$ cat config.mk
export PLATFORM = sky130hd
export DESIGN_NAME = fb_count_gen
export DESIGN_NICKNAME = d
export VERILOG_FILES = /design/src/rtl/fb_count_gen_pkg.sv /design/src/rtl/fb_count_gen_gray_frame.sv /design/src/rtl/fb_count_gen.sv
export SDC_FILE = /design/constraint.sdc
export NUM_CORES = 1
export LEC_CHECK = 0
export ABC_AREA = 1
export CAP_MARGIN = 20
export CORE_UTILIZATION = 40
export DETAILED_ROUTE_END_ITERATION = 6
export GPL_TIMING_DRIVEN = 0
export PLACE_DENSITY_LB_ADDON = 0.15
export SYNTH_ARGS = -nofsm -noshare
export SYNTH_HDL_FRONTEND = slang
export SYNTH_SLANG_ARGS = --single-unit
$ cat constraint.sdc
create_clock -name clk_ext -period 2.2 [get_ports clk_ext]
set_input_delay 0.44 -clock clk_ext [delete_from_list [all_inputs] [get_ports clk_ext]]
set_output_delay 0.44 -clock clk_ext [all_outputs]
set_load 0.005 [all_outputs]
$ cat src/rtl/fb_count_gen_pkg.sv
// Shared constants and helpers for the feedback counter / gray frame slice.
package fb_count_gen_pkg;

    localparam int unsigned CNT_W_DEF    = 16;
    localparam int unsigned GRAY_W_DEF   = 19;
    localparam int unsigned CCLK_DIV_DEF = 16;
    localparam int unsigned TAP_W        = 10;

    typedef logic [TAP_W-1:0] tap_t;

    // The gray selector expects the counter MSB on bit 0.
    function automatic tap_t tap_reverse(input tap_t v);
        tap_t r;
        for (int unsigned i = 0; i < TAP_W; i++) begin
            r[i] = v[TAP_W-1-i];
        end
        return r;
    endfunction

endpackage

$ cat src/rtl/fb_count_gen_gray_frame.sv
// Free-running binary frame counter with a registered gray image and a frame strobe.
module fb_gray_frame
    import fb_count_gen_pkg::*;
#(
    parameter int unsigned GRAY_W = GRAY_W_DEF
) (
    input  logic              clk_ext,
    input  logic              rst_ext,
    output logic [GRAY_W-1:0] gray,
    output logic              frame
);

    logic [GRAY_W-1:0] b_q, b_d;
    logic [GRAY_W-1:0] gray_q, gray_d;
    logic              frame_q, frame_d;

    // Gray is built from the next binary value so gray_q always encodes b_q.
    always_comb begin
        b_d     = b_q + GRAY_W'(1);
        gray_d  = b_d ^ (b_d >> 1);
        frame_d = (b_d == '0);
    end

    always_ff @(posedge clk_ext) begin
        if (rst_ext) begin
            b_q     <= '0;
            gray_q  <= '0;
            frame_q <= 1'b0;
        end else begin
            b_q     <= b_d;
            gray_q  <= gray_d;
            frame_q <= frame_d;
        end
    end

    assign gray  = gray_q;
    assign frame = frame_q;

endmodule

$ cat src/rtl/fb_count_gen.sv
// Prescaled saturating up/down counter whose MSBs are latched once per gray frame.
module fb_count_gen
    import fb_count_gen_pkg::*;
#(
    parameter int unsigned CNT_W    = CNT_W_DEF,
    parameter int unsigned GRAY_W   = GRAY_W_DEF,
    parameter int unsigned CCLK_DIV = CCLK_DIV_DEF
) (
    input  logic             clk_ext,
    input  logic             rst_ext,
    input  logic             en,
    input  logic             u_d,
    input  logic             load,
    input  logic [CNT_W-1:0] load_val,
    output logic [CNT_W-1:0] count,
    output logic [TAP_W-1:0] gray_clk,
    output logic [TAP_W-1:0] fb_word,
    output logic             frame,
    output logic             sat_hi,
    output logic             sat_lo
);

    localparam int unsigned       PRE_W     = $clog2(CCLK_DIV);
    localparam logic [PRE_W-1:0]  PRE_LAST  = PRE_W'(CCLK_DIV - 1);
    localparam logic [GRAY_W-1:0] GRAY_LAST = {1'b1, {(GRAY_W-1){1'b0}}};

    if (GRAY_W < TAP_W + 1) begin : g_bad_gray_w
        $error("fb_count_gen: GRAY_W must be at least 11");
    end
    if (CCLK_DIV < 2) begin : g_bad_div
        $error("fb_count_gen: CCLK_DIV must be at least 2");
    end
    if (CNT_W < TAP_W) begin : g_bad_cnt_w
        $error("fb_count_gen: CNT_W must be at least 10");
    end

    logic [PRE_W-1:0]  pre_q, pre_d;
    logic [CNT_W-1:0]  cnt_q, cnt_d;
    logic [TAP_W-1:0]  fbw_q, fbw_d;
    logic [GRAY_W-1:0] gray;
    logic              tick;
    logic              wrap;

    fb_gray_frame #(
        .GRAY_W (GRAY_W)
    ) u_gray_frame (
        .clk_ext (clk_ext),
        .rst_ext (rst_ext),
        .gray    (gray),
        .frame   (frame)
    );

    // The binary counter is all-ones exactly when its gray image is 100..0.
    assign wrap = (gray == GRAY_LAST);
    assign tick = (pre_q == PRE_LAST);

    always_comb begin
        pre_d = tick ? '0 : pre_q + PRE_W'(1);

        cnt_d = cnt_q;
        if (load) begin
            cnt_d = load_val;
        end else if (tick && en) begin
            if (u_d) begin
                if (cnt_q != '1) cnt_d = cnt_q + CNT_W'(1);
            end else begin
                if (cnt_q != '0) cnt_d = cnt_q - CNT_W'(1);
            end
        end

        fbw_d = wrap ? tap_reverse(cnt_q[CNT_W-1 -: TAP_W]) : fbw_q;
    end

    always_ff @(posedge clk_ext) begin
        if (rst_ext) begin
            pre_q <= '0;
            cnt_q <= '0;
            fbw_q <= '0;
        end else begin
            pre_q <= pre_d;
            cnt_q <= cnt_d;
            fbw_q <= fbw_d;
        end
    end

    assign count    = cnt_q;
    assign fb_word  = fbw_q;
    assign gray_clk = gray[TAP_W:1];
    assign sat_hi   = &cnt_q;
    assign sat_lo   = ~|cnt_q;

endmodule

== Word level (Yosys, flattened, before mapping) ==
Cells that the tools add are included.
Word-level totals
  bits in registers: 69
  input bits: 21
  word-level logic and storage cells: 30
Operators by class
  add/subtract/negate cells: 4
  equal/unequal tests: 4
  multiplexer cells: 5
  bitwise logic cells: 1
  reduce and logical (&&, ||, !) cells: 10
Operator list (number)
  $mux W16: 5
  $add A19 B1 Y19 const B: 1
  $eq A19 B19 Y1 const B: 1
  $logic_not A19 Y1: 1
  $xor A19 B18 Y19: 1
  $add A16 B1 Y16 const B: 1
  $ne A16 B16 Y1 const B: 1
  $reduce_and A16 Y1: 1
  $reduce_bool A16 Y1: 1
  $reduce_or A16 Y1: 1
  $sub A16 B1 Y16 const B: 1
  $add A4 B1 Y4 const B: 1
  $eq A4 B4 Y1 const B: 1
  $ne A3 B1 Y1 const B: 1
  $reduce_and A3 Y1: 1
  $reduce_bool A3 Y1: 1
  $reduce_bool A2 Y1: 1
  $reduce_or A2 Y1: 1
  $logic_and A1 B1 Y1: 1
  $logic_not A1 Y1: 1

== Depth between registers and ports, before layout ==
  depth after elaboration: 5
  depth in mapped cells: 13
  mapped depth without buffers: 13

== Hierarchy ==
From an unflattened synthesis, not the netlist that was laid out.
Second synthesis, totals
  cell total of the unflattened synthesis: 665
  area total of the unflattened synthesis: 4304.1 sq um
Modules (own cells, without submodules)
  fb_count_gen: times used 1, cells an instance 420, area an instance 2488.6 sq um, seq. area each 600.6 sq um
  fb_gray_frame: times used 1, cells an instance 245, area an instance 1815.5 sq um, seq. area each 760.7 sq um

== Worst setup path after synthesis ==
Ideal clock, no wire load.
  path type: input-to-reg
  start: in u_d
  end: reg cnt_q[7] (netlist: count[7])
  arrival time: 1854 ps
  slack: 214 ps
  stages on the path: 9
  cells stage by stage: inv_1 > ha_1 > nand2_1 > nand3_1 > nand2_1 > nand2_1 > or2_2 > nand3_1 > a21oi_1
Between the ends
  cells in the longest elaborated chain, start to end: 3
  elaborated cells between the ends (all ways): 6
  classes of those cells: eq/ne (1); mux (3); reduce/logical (2)
Ends and longest elaborated chain
  from (decl): line fb_count_gen.sv:12  | input logic u_d,
  $mux W16: line fb_count_gen.sv:64  | if (u_d) begin
  $mux W16: line fb_count_gen.sv:63  | end else if (tick && en) begin
  $mux W16: line fb_count_gen.sv:61  | if (load) begin
  to (signal assigned): line fb_count_gen.sv:81  | cnt_q <= cnt_d;
  to (decl): line fb_count_gen.sv:38  | logic [CNT_W-1:0] cnt_q, cnt_d;
Several ways; a longest one is shown, not always the timed one. The select of a mux whose other input is x is not followed.
A chain may end at the register's enable or synchronous reset.

== Worst setup path in the final report ==
  start: reg cnt_q[6] (netlist: count[6])
  end: out sat_lo
Between the ends
  cells in the longest elaborated chain, start to end: 2
Ends and longest elaborated chain
  $reduce_or A16 Y1: line fb_count_gen.sv:90  | assign sat_lo = ~|cnt_q;
  $logic_not A1 Y1: line fb_count_gen.sv:90
  to (decl): line fb_count_gen.sv:20  | output logic sat_lo
No other way between the ends.

==> flow_summary.ini <==
[run_status]
status = finished, final reports clean

[global_routing]
grt_pass1_vias = 3591
antenna_found_initial = 0
grt.total_usage = 0.206
grt-ovfl-total = 0
grt_pass1_wl_um = 17500
grt_max_degree = 14

[route]
drt_iter0_drc = 236
drc = 0
route.antenna.remaining_nets = 0
vias = 3974
first_pass_iters = 5
vias_per_cell = 4.77
drt_wl_total_um = 10900
wire_per_inst_um = 13.0

[clock_network]
cts_tree = yes
clk_latency_ns = 0.35
cts-root-buf = clkbuf_8
htreeDepth = 3
clk_pin_slew_ns = 0.08
cts_buffer_depth = 2
cts_sinks = 68
cts_made_buffers = 9

[critical_path]
critPathCaptureType = output pin
reg2reg_slack_ns = 0.16
critPathArrivalTime_ns = 1.70
start_kind = register
critPathMaxFanout = 4
crit_required_ns = 1.76
crit_type = register to output pin

[cells_and_area]
area_delta_synth_final_pct = 28.7
antennaDiodeCount = 0
final_nets = 742
final_area_mm2 = 0.00532
num-fill-cells = 987
drive_above_1_share = 0.140

[sta]
setup_tns_ns = 0
hold_violations = 0
tightest_slew_ns = 0.641
slew_viol_final = 0
max_freq_mhz = 467
fin_crit_sh = 0.974
setup_violations = 0
slew_headroom = 0.573
fin_crit_ns = 2.14
clock_skew_ns = 0.0159

[die]
die_area_mm2 = 0.0107
die_h_um = 104
die_w_um = 104
core_area_mm2 = 0.00991
initial_core_util = 0.417
row_count = 36
io_pins = 60

[placement]
port_buffers = 58
hpwl_um = 8260
routabilityCongestion = 0.912
place_area_mm2 = 0.00488

[power]
p_leak_nw = 2.44
power.density_mw_per_mm2 = 585
ir_drop_uv = 400
power_mw = 3.11

[yosys]
syn_avg_cell_area_um2 = 6.74
syn_nets = 660
synth_seq_area_share = 0.330
post_synth_num_cell_types = 39
netlist_area_mm2 = 0.00413
synth_edf_count = 0
synth_flop_cell = dfxtp_1
syn-instance-count = 613
synth-async-reset-ratio = 0
yosysWarnings = 0
ys_seq_elements = 68

[hold_path]
hold_class = register to register

[flow_run]
maxCapViolations = 0
-- cell type report --
class,instances,area [µm²],share of cell area
plain buffers,21,126,0.0238
clock buffers,9,124,0.0233
multi-input cells,422,2300,0.433
flip-flops and latches,68,1410,0.265
repair buffers,71,676,0.127
inverters,102,387,0.0727
well taps,133,166,0.0313
clock inverters,7,123,0.0231
-- per-layer routing --
metal	part of all wire	track usage	wire, µm	vias up
met1	0.50	0.293	5450	1763
li1	-	-	-	2089
met4	0.014	0.0642	152	0
met2	0.42	0.301	4560	109
met5	0	0	0	-
met3	0.063	0.0522	686	13
-- Yosys cell counts (all sizes together), types with 4 or more instances --
cell type / n / area, µm²
a21oi: 38 / 190
nor2: 75 / 308
ha: 25 / 313
clkbuf: 7 / 26.3
buf: 14 / 100
dfxtp: 68 / 1360
nand3b: 4 / 30.0
nor4: 4 / 25.0
nand4: 8 / 50.1
nor3: 9 / 66.3
inv: 101 / 379
o21ai: 24 / 120
xor2: 15 / 139
nand3: 40 / 220
a21boi: 8 / 60.1
nand2: 157 / 619
-- critical path, stage by stage, from the launching register on --
cell             delay (ns)
dfxtp_4                0.37
nor2_2                 0.12
nand2_2                0.08
nor2_4                 0.17
nand2_1                0.08
inv_1                  0.06
clkdlybuf4s50_1        0.49
-- sequential cells by signal, indices dropped and copies added (netlist names) --
name                cells
u_gray_frame.gray      19
u_gray_frame.b_q       18
count                  16
fb_word                10
pre_q                   4
u_gray_frame.frame      1
-- report_power, final --
group	switching, mW	internal, mW	total [mW]
clock	0.525	0.759	1.28
sequential	0.0513	1.27	1.32
combinational	0.279	0.230	0.509
total	0.855	2.25	3.11
-- cells by family (layout without fill, tap and decap cells) --
group,Yosys count,in the layout,synth area share
flip-flops,68,68,0.330
XOR/XNOR,18,18,0.0400
adder cells (fa/ha/maj),26,26,0.0806
AND/OR/NAND/NOR,303,303,0.328
buffers and inverters,123,210,0.123
AO/OA/AOI/OAI,75,75,0.0981
-- metrics by stage --
stage          hold slack [ns]  utilization  worst slack [ns]  instances
3_5_place_dp             0.438        0.492            -0.787        804
4_1_cts                  0.449        0.522           0.00105        823
3_3_place_gp             0.431        0.492            -0.763        804
5_1_grt                  0.463        0.537           -0.0119        833
6_report                 0.447        0.537            0.0578        833
2_1_floorplan            0.418            -             0.214        613
-- placed cells by master, fill, tap and decap left out, drive strengths merged, types with 24 or more instances in the layout --
master,instances
buf,27
nand3,40
ha,25
inv,101
clkdlybuf4s50,56
nor2,75
a21oi,38
dfxtp,68
o21ai,24
nand2,157
-- final timing paths --
check                 startpoint            endpoint  cells past startpoint
max                     count[6]              sat_lo                      6
min                   fb_word[2]          fb_word[2]                      2
max reg2reg  u_gray_frame.b_q[0]  u_gray_frame.frame                     12
min reg2reg           fb_word[2]          fb_word[2]                      2
-- what timing repair did --
action,CTS,global route
buffers inserted,3,10
resized for setup,18,29
pin swaps,0,5
endpoints found under the setup margin,17,14
hold buffers,0,0
gates cloned,0,0
(Power assumes the default switching activity.)
